`src/rtl/ps2_rx_fifo.sv`:
```
// rtl/ps2_rx_fifo.sv - PS/2 keyboard receiver with framing/parity checks, receive FIFO and CPU read port
module ps2_rx_fifo #(
   parameter int DEPTH          = 8,
   parameter int SYNC_STAGES    = 2,
   parameter int FILTER_LEN     = 4,
   parameter int TIMEOUT_CYCLES = 20000
) (
   input  logic       CLK,
   input  logic       RST,
   input  logic       KB_CLK,
   input  logic       KB_DATA,
   input  logic       CS,
   input  logic       REG,
   output logic [7:0] DOUT,
   output logic       IRQ
);

   localparam int AW = $clog2(DEPTH);
   localparam int FW = $clog2(FILTER_LEN) + 1;
   localparam int TW = $clog2(TIMEOUT_CYCLES + 1);

   typedef enum logic [1:0] {S_IDLE, S_DATA, S_PARITY, S_STOP} state_t;

   logic [SYNC_STAGES-1:0] clk_sync, data_sync;
   logic                   s_clk, s_data;
   logic                   fclk, flip, fall;
   logic [FW-1:0]          flt_cnt;

   state_t                 state, nxt;
   logic [7:0]             shift;
   logic [2:0]             bit_cnt;
   logic                   par_bit;
   logic [TW-1:0]          timer;
   logic                   timeout;
   logic                   push_req, ferr_set, perr_set;

   logic [7:0]             mem [DEPTH];
   logic [AW-1:0]          rd_ptr, wr_ptr;
   logic [AW:0]            count;
   logic                   full, not_empty;
   logic                   data_rd, stat_rd, pop, push, ovf_set;
   logic                   ovf, ferr, perr;

   always_ff @(posedge CLK or posedge RST) begin
      if (RST) begin
         clk_sync  <= '1;
         data_sync <= '1;
      end else begin
         clk_sync  <= {clk_sync[SYNC_STAGES-2:0], KB_CLK};
         data_sync <= {data_sync[SYNC_STAGES-2:0], KB_DATA};
      end
   end

   assign s_clk  = clk_sync[SYNC_STAGES-1];
   assign s_data = data_sync[SYNC_STAGES-1];

   // fclk follows s_clk only after FILTER_LEN consecutive differing samples
   assign flip = (s_clk != fclk) && (flt_cnt == FW'(FILTER_LEN - 1));
   assign fall = flip && fclk;

   always_ff @(posedge CLK or posedge RST) begin
      if (RST) begin
         fclk    <= 1'b1;
         flt_cnt <= '0;
      end else if (s_clk == fclk) begin
         flt_cnt <= '0;
      end else if (flip) begin
         fclk    <= s_clk;
         flt_cnt <= '0;
      end else begin
         flt_cnt <= flt_cnt + FW'(1);
      end
   end

   assign timeout = (state != S_IDLE) && (timer == TW'(TIMEOUT_CYCLES));

   always_ff @(posedge CLK or posedge RST) begin
      if (RST) state <= S_IDLE;
      else     state <= nxt;
   end

   always_comb begin
      nxt = state;
      if (timeout) begin
         nxt = S_IDLE;
      end else if (fall) begin
         case (state)
            S_IDLE:   if (!s_data) nxt = S_DATA;
            S_DATA:   if (bit_cnt == 3'd7) nxt = S_PARITY;
            S_PARITY: nxt = S_STOP;
            default:  nxt = S_IDLE;
         endcase
      end
   end

   always_comb begin
      push_req = 1'b0;
      ferr_set = 1'b0;
      perr_set = 1'b0;
      if (timeout) begin
         ferr_set = 1'b1;
      end else if (fall) begin
         case (state)
            S_IDLE: ferr_set = s_data;
            S_STOP: begin
               if (!s_data)                  ferr_set = 1'b1;
               else if (!(^{shift, par_bit})) perr_set = 1'b1;
               else                           push_req = 1'b1;
            end
            default: ;
         endcase
      end
   end

   always_ff @(posedge CLK or posedge RST) begin
      if (RST) begin
         shift   <= '0;
         bit_cnt <= '0;
         par_bit <= 1'b0;
         timer   <= '0;
      end else begin
         if (state == S_IDLE || fall) timer <= '0;
         else if (!timeout)           timer <= timer + TW'(1);
         if (fall) begin
            case (state)
               S_IDLE: begin
                  bit_cnt <= '0;
                  shift   <= '0;
               end
               S_DATA: begin
                  shift[bit_cnt] <= s_data;
                  bit_cnt        <= bit_cnt + 3'd1;
               end
               S_PARITY: par_bit <= s_data;
               default: ;
            endcase
         end
      end
   end

   assign full      = (count == (AW+1)'(DEPTH));
   assign not_empty = (count != '0);
   assign data_rd   = CS && !REG;
   assign stat_rd   = CS && REG;
   assign pop       = data_rd && not_empty;
   // a same-cycle pop frees the slot, so a full FIFO still accepts the byte
   assign push      = push_req && (!full || pop);
   assign ovf_set   = push_req && full && !pop;

   always_ff @(posedge CLK) begin
      if (push) mem[wr_ptr] <= shift;
   end

   always_ff @(posedge CLK or posedge RST) begin
      if (RST) begin
         rd_ptr <= '0;
         wr_ptr <= '0;
         count  <= '0;
      end else begin
         if (push) wr_ptr <= wr_ptr + AW'(1);
         if (pop)  rd_ptr <= rd_ptr + AW'(1);
         if (push && !pop)      count <= count + (AW+1)'(1);
         else if (pop && !push) count <= count - (AW+1)'(1);
      end
   end

   always_ff @(posedge CLK or posedge RST) begin
      if (RST) begin
         DOUT <= 8'h00;
         IRQ  <= 1'b0;
         ovf  <= 1'b0;
         ferr <= 1'b0;
         perr <= 1'b0;
      end else begin
         if (data_rd)      DOUT <= not_empty ? mem[rd_ptr] : 8'h00;
         else if (stat_rd) DOUT <= {3'b000, ovf, ferr, perr, full, not_empty};
         IRQ  <= not_empty;
         ovf  <= (ovf  && !stat_rd) || ovf_set;
         ferr <= (ferr && !stat_rd) || ferr_set;
         perr <= (perr && !stat_rd) || perr_set;
      end
   end

endmodule

```
`config.mk`:
```
export PLATFORM = sky130hd
export DESIGN_NAME = ps2_rx_fifo
export DESIGN_NICKNAME = d
export VERILOG_FILES = /design/src/rtl/ps2_rx_fifo.sv
export SDC_FILE = /design/constraint.sdc
export NUM_CORES = 1
export LEC_CHECK = 0
export BUFFER_PORTS_ARGS = -buffer_cell sky130_fd_sc_hd__buf_2
export CAP_MARGIN = 20
export CORE_UTILIZATION = 41
export CTS_CLUSTER_SIZE = 20
export DETAILED_ROUTE_END_ITERATION = 7
export PLACE_DENSITY = 0.57
export SLEW_MARGIN = 20
export SYNTH_ARGS = -nofsm -noshare
export SYNTH_HDL_FRONTEND = slang
export SYNTH_SLANG_ARGS = --single-unit
```
`constraint.sdc`:
```
create_clock -name CLK -period 3.1 [get_ports CLK]
set_input_delay 0.155 -clock CLK [delete_from_list [all_inputs] [get_ports CLK]]
set_output_delay 0.155 -clock CLK [all_outputs]
set_load 0.01 [all_outputs]
```
### After elaboration in Yosys (flattened, before gate mapping)

Memory sizes are Yosys's and may differ from the RTL's.
Cells that the tools add are included.

| storage, ports and cells | value |
|---|---|
| register bits | 59 |
| bits in latches | 0 |
| memory bits (writable) | 64 |
| memory bits (read-only) | 0 |
| input bits | 6 |
| output and inout bits | 9 |
| word-level logic and storage cells | 112 |
| memories kept | 1 |

| operators by class | value |
|---|---|
| add/sub/neg operators | 7 |
| multiply operators | 0 |
| div/mod/pow operators | 0 |
| order comparisons | 2 |
| equality and inequality tests | 12 |
| shift-type cells | 0 |
| multiplexer cells | 35 |
| bitwise logic cells | 1 |
| reduce and logical (&&, ||, !) cells | 37 |

Memories:

| memory | depth | bits a word | read ports | clocked after Yosys merged registers in | wr ports | line | text |
|---|---|---|---|---|---|---|---|
| mem | 8 | 8 | 1 | 0 | 1 | 37 | `logic [7:0] mem [DEPTH];` |

Operators by type and width:

| cell | number |
|---|---|
| 2-to-1 mux 15 bit | 2 |
| 2-to-1 mux 8 bit | 3 |
| 2-to-1 mux 1 bit | 16 |
| case mux 8 bit (2 select lines) | 1 |
| adder 15 x 1 -> 15 bit (second input constant) | 1 |
| == test 15 bit (second input constant) | 1 |
| logical AND 1 bit | 15 |
| adder 3 x 1 -> 3 bit (second input constant) | 4 |
| nonzero test 2 bit | 5 |
| XOR reduction 9 bit | 1 |
| bitwise mux 8 bit | 1 |
| 2-to-1 mux 2 bit | 4 |
| 2-to-1 mux 4 bit | 2 |
| 2-to-1 mux 3 bit | 2 |
| inequality test 3 bit (second input constant) | 2 |
| case mux 2 bit (3 select lines) | 1 |
| case mux 3 bit (2 select lines) | 1 |
| AND reduction 2 bit | 3 |
| zero test 1 bit | 5 |
| logical OR 1 bit | 5 |
| adder 4 x 1 -> 4 bit (second input constant) | 1 |
| == test 2 bit (second input constant) | 2 |
| == test 4 bit (second input constant) | 1 |
| less-than comparator 3 x 4 -> 1 bit (second input constant) | 1 |
| other kinds (14) | 14 |

### Depth between registers and ports, before layout

| depth | value |
|---|---|
| depth after elaboration | 11 |
| depth in mapped cells | 15 |
| mapped depth without buffers | 15 |

### Worst setup path after synthesis

No wires, ideal clock.

| timing path | value |
|---|---|
| path kind | register -> register |
| start point | register timer[0] |
| end point | register count[3] |
| setup time | 0.125 ns |
| arrival | 2.695 ns |
| data required time | 2.975 ns |
| slack | 0.280 ns |
| cell stages (with the launch flop) | 16 |
| buffers on the path | 0 |
| clock period less this slack | 2.820 ns |
| path through | dfrtp_1 -> inv_1 -> ha_1 -> nor4bb_1 -> nand4_1 -> and4_4 -> nand3_4 -> inv_1 -> ha_1 -> inv_1 -> ha_1 -> a21o_1 -> a21oi_1 -> xnor2_1 -> nor2_1 -> xor2_1 |

| between the ends | value |
|---|---|
| word-level cells in the longest chain between the ends | 7 |
| elaborated cells between the ends (all ways) | 9 |
| those cells by class | eq/ne (1); mux (2); reduce/logical (6) |

RTL lines:

| element | line | text |
|---|---|---|
| start: declaration | 33 | `logic [TW-1:0] timer;` |
| start signal: assignment | 123 | `else if (!timeout) timer <= timer + TW'(1);` |
| == test 15 bit * | 75 | `assign timeout = (state != S_IDLE) && (timer == TW'(TIMEOUT_CYCLES));` |
| logical AND 1 bit * | 75 |  |
| 2-to-1 mux 1 bit * | 100 | `if (timeout) begin` |
| logical AND 1 bit * | 147 | `assign push = push_req && (!full \|\| pop);` |
| net push | 41 | `logic data_rd, stat_rd, pop, push, ovf_set;` |
| zero test 1 bit | 163 | `else if (pop && !push) count <= count - (AW+1)'(1);` |
| logical AND 1 bit | 163 |  |
| nonzero test 2 bit (no line) | n/a |  |
| end signal: assignment | 162 | `if (push && !pop) count <= count + (AW+1)'(1);` |
| end signal: assignment | 163 |  |
| end: declaration | 39 | `logic [AW:0] count;` |

The timed path passes the listed nets; every way through them passes the cells marked *.
A chain may end at the register's enable or synchronous reset.

### Worst setup path after layout

| timing path | value |
|---|---|
| start point | register shift[7] |
| end point | register count[3] |

| between the ends | value |
|---|---|
| word-level cells in the longest chain between the ends | 10 |
| elaborated cells between the ends (all ways) | 12 |
| those cells by class | mux (6); reduce/logical (6) |

RTL lines:

| element | line | text |
|---|---|---|
| start: declaration | 30 | `logic [7:0] shift;` |
| start signal: indexed assignment | 131 | `shift[bit_cnt] <= s_data;` |
| XOR reduction 9 bit * | 107 | `else if (!(^{shift, par_bit})) perr_set = 1'b1;` |
| 2-to-1 mux 1 bit * | 107 |  |
| 2-to-1 mux 1 bit * | 106 | `if (!s_data) ferr_set = 1'b1;` |
| 2-to-1 mux 1 bit * | 103 | `case (state)` |
| 2-to-1 mux 1 bit * | 102 | `end else if (fall) begin` |
| 2-to-1 mux 1 bit * | 100 |  |
| logical AND 1 bit * | 147 |  |
| net push | 41 |  |
| zero test 1 bit | 163 |  |
| logical AND 1 bit | 163 |  |
| nonzero test 2 bit (no line) | n/a |  |

Marks and branches as above.

==> results.yml <==
sta:
  fin_worst_skew_ps: 7.55
  fin_tns_setup_ps: 0
  fmax_ghz: 0.347
  post-route-min-period_ps: 2880
  slew_violations: 0
  rsz0062_at_grt: "no"
  timing.final.crit_share: 0.929
  setup_viol: 0
  hold_violations: 0
  maxSlewHeadroom: 0.525
  worstMarginPinSlew_ps: 712
hold_path:
  hold_class: "in2reg"
critical_path:
  slowest_delay_ps: 470
  worstSetupPathType: "reg2reg"
  path_cells: "xnor2_2, xnor3_2, xnor2_4, nand3_4, inv_1, ha_1, inv_1, ha_1, a21o_1, a21oi_1, xnor2_1, nor2_1, xor2_1"
  critPathSlowestCell: "dfrtp_2"
  crit_required_ps: 3390
  setup.worst_path.end_class: "flip-flop"
  cp.arrival_ps: 3170
  worstPathMaxFanout: 10
  startpoint_type: "flip-flop"
clock_network:
  path_clk_slew_ps: 50
  ctsRootBufferMaster: "clkbuf_16"
  clk_latency_ps: 410
  clk_path_buf_depth: 2
  cts.sinks: 123
  cts_tree: "built"
  h-tree-depth: 4
  cts-buffers-inserted: 17
synth:
  syn_inst: 382
  ys.flop_type: "edfxtp_1"
  yosysUniqueCellTypes: 48
  synth_top_area_share: 0.359
  ys_seq_elements: 123
  synth_area_leaders: "edfxtp_1 36%, dfrtp_1 25%, mux4_2 6.7%"
  syn_nets: 403
  avgSynthCellArea_um2: 14.0
  synth_most_common_cell: "edfxtp_1"
  yosysSeqAreaShare: 0.637
  synth_edf_count: 64
  synth_common_cells: "64 x edfxtp_1, 54 x dfrtp_1, 39 x nor2_1, 19 x nand2_1"
  synth_top_area_cell: "edfxtp_1"
  async_flop_share: 0.480
  synth_area_um2: 5350
  synth_warnings: 0
final_layout:
  area_growth_pct: 19.1
  antenna-diode-count: 0
  final_core_util: 0.503
  nNetsFinal: 447
  drive_above_1_share: 0.228
grt:
  grt_start_max_net_pins: 23
  antenna_found_initial: 0
  grt_pass1_wl_um: 15800
  grt_pass1_vias: 3048
  grt_overflow: 0
  track_usage: 0.162
route:
  wl_per_cell_um: 15.8
  drtIter0Drc: 234
  vias_per_cell: 5.04
  firstDrtPassIters: 4
  drt-total-wl_um: 9660
  detail-route-antenna-nets: 0
  drc: 0
  via_count: 3079
floorplanning:
  core_um2: 12700
  row_count: 41
  start_util: 0.422
  die_h_um: 116
  num_io_pins: 15
  dieWidth_um: 116
  dieArea_um2: 13500
power:
  powerDensity_nw_per_um2: 631
  p_sw_frac: 0.212
  p_sw_uw: 854
  p_clk_frac: 0.486
  pwr-share-seq: 0.452
  ir_worst_vdd_mv: 0.396
  power.internal_uw: 3160
  p_leak_uw: 0.00246
  combPwrFrac: 0.062
status:
  status: "completed"
placement:
  hpwl_um: 6530
  gp_congestion: 0.759
  port_buffers: 14
job:
  cap_violations: 0
-- cells in the final DEF (no fill, tap or decap), types with 4 or more instances in the layout --
cell type,instances
nand3b_1,4
mux2i_1,6
inv_1,17
nor2_1,39
o22ai_1,5
dfrtp_1,53
ha_1,14
buf_2,14
nand2_1,19
nor3_1,9
buf_4,21
clkbuf_1,5
o21ai_0,18
dfstp_2,5
xnor2_1,18
a21oi_1,12
edfxtp_1,64
nand2b_1,6
clkbuf_16,18
mux4_2,16
nand4_1,6
nand3_1,7
mux2_2,7
xor2_1,8
-- path summary, 6_finish.rpt --
path	depth (start not counted)	start	end	slack [ps]
worst max-delay path	13	shift[7]	count[3]	220
worst min-delay path	3	REG	DOUT[0]	130
worst max register to register	13	shift[7]	count[3]	220
worst min register to register	0	clk_sync[0]	clk_sync[1]	350
max in group asynchronous	4	RST	data_sync[1]	2050
min in group asynchronous	3	RST	DOUT[4]	320
-- worst max-delay path, delay by kind of cell (launching register included) --
family	cells	cell delay, ps
buf+inv	2	190
fa+ha+maj	2	440
flops	1	470
simple gates	2	210
compound gates	2	330
xor+xnor	5	1110
-- registers in the layout, summed over array words and instances, names as in the netlist, 2 cells and up --
register / count
DOUT: 8
flt_cnt: 3
shift: 8
data_sync: 2
state: 2
rd_ptr: 3
bit_cnt: 3
mem: 64
wr_ptr: 3
timer: 15
count: 4
clk_sync: 2
-- routing by layer --
metal,share of wire,global-route usage,wire (um)
met1,0.46,0.203,4420
met2,0.50,0.264,4830
met3,0.031,0.0467,303
met4,0.011,0.0692,107
met5,0,0,0
-- power groups by stage --
stage / Clock [uW] / Sequential (uW) / Combinational [uW]
global route: 2070 / 1820 / 289
detailed placement: 0 / 1840 / 249
global placement: 0 / 1840 / 242
finish: 1950 / 1820 / 250
floorplan: 0 / 1830 / 201
CTS: 2000 / 1820 / 254
-- layout make-up --
| type | count | area [um^2] |
|---|---|---|
| well taps | 172 | 215 |
| flip-flops and latches | 123 | 3410 |
| multi-input cells | 228 | 1830 |
| fillers | 1108 | 6300 |
| clock buffers | 26 | 510 |
| repair buffers | 38 | 258 |
| inverters | 18 | 67.6 |
| clock inverters | 6 | 85.1 |
-- through the flow --
step	setup WS, ps	std cells	total power [uW]	hold slack [ps]	area (um^2)
6_report	219	611	4020	131	6370
4_1_cts	144	611	4070	118	6360
2_1_floorplan	280	382	2030	159	5350
3_3_place_gp	212	576	2080	186	5730
3_5_place_dp	151	576	2090	195	5730
5_1_grt	6.10	611	4180	127	6370
-- repair_timing --
action | in CTS | in global routing
hold endpoints to repair | 22 | 0
hold buffers | 3 | 0
buffers inserted | 0 | 0
resized for setup | 0 | 2
endpoints found under the setup margin | 0 | 1
-- cell families (layout without fill, tap and decap cells) --
group           after synthesis  after routing  share of synthesized area
compound gates               46             46                     0.0499
xor+xnor                     29             29                     0.0552
fa+ha+maj                    15             15                     0.0365
buf+inv                      31             88                     0.0229
flops                       123            123                      0.637
mux                          30             30                     0.0962
simple gates                108            108                      0.103
Power figures use the tool's default switching activity.
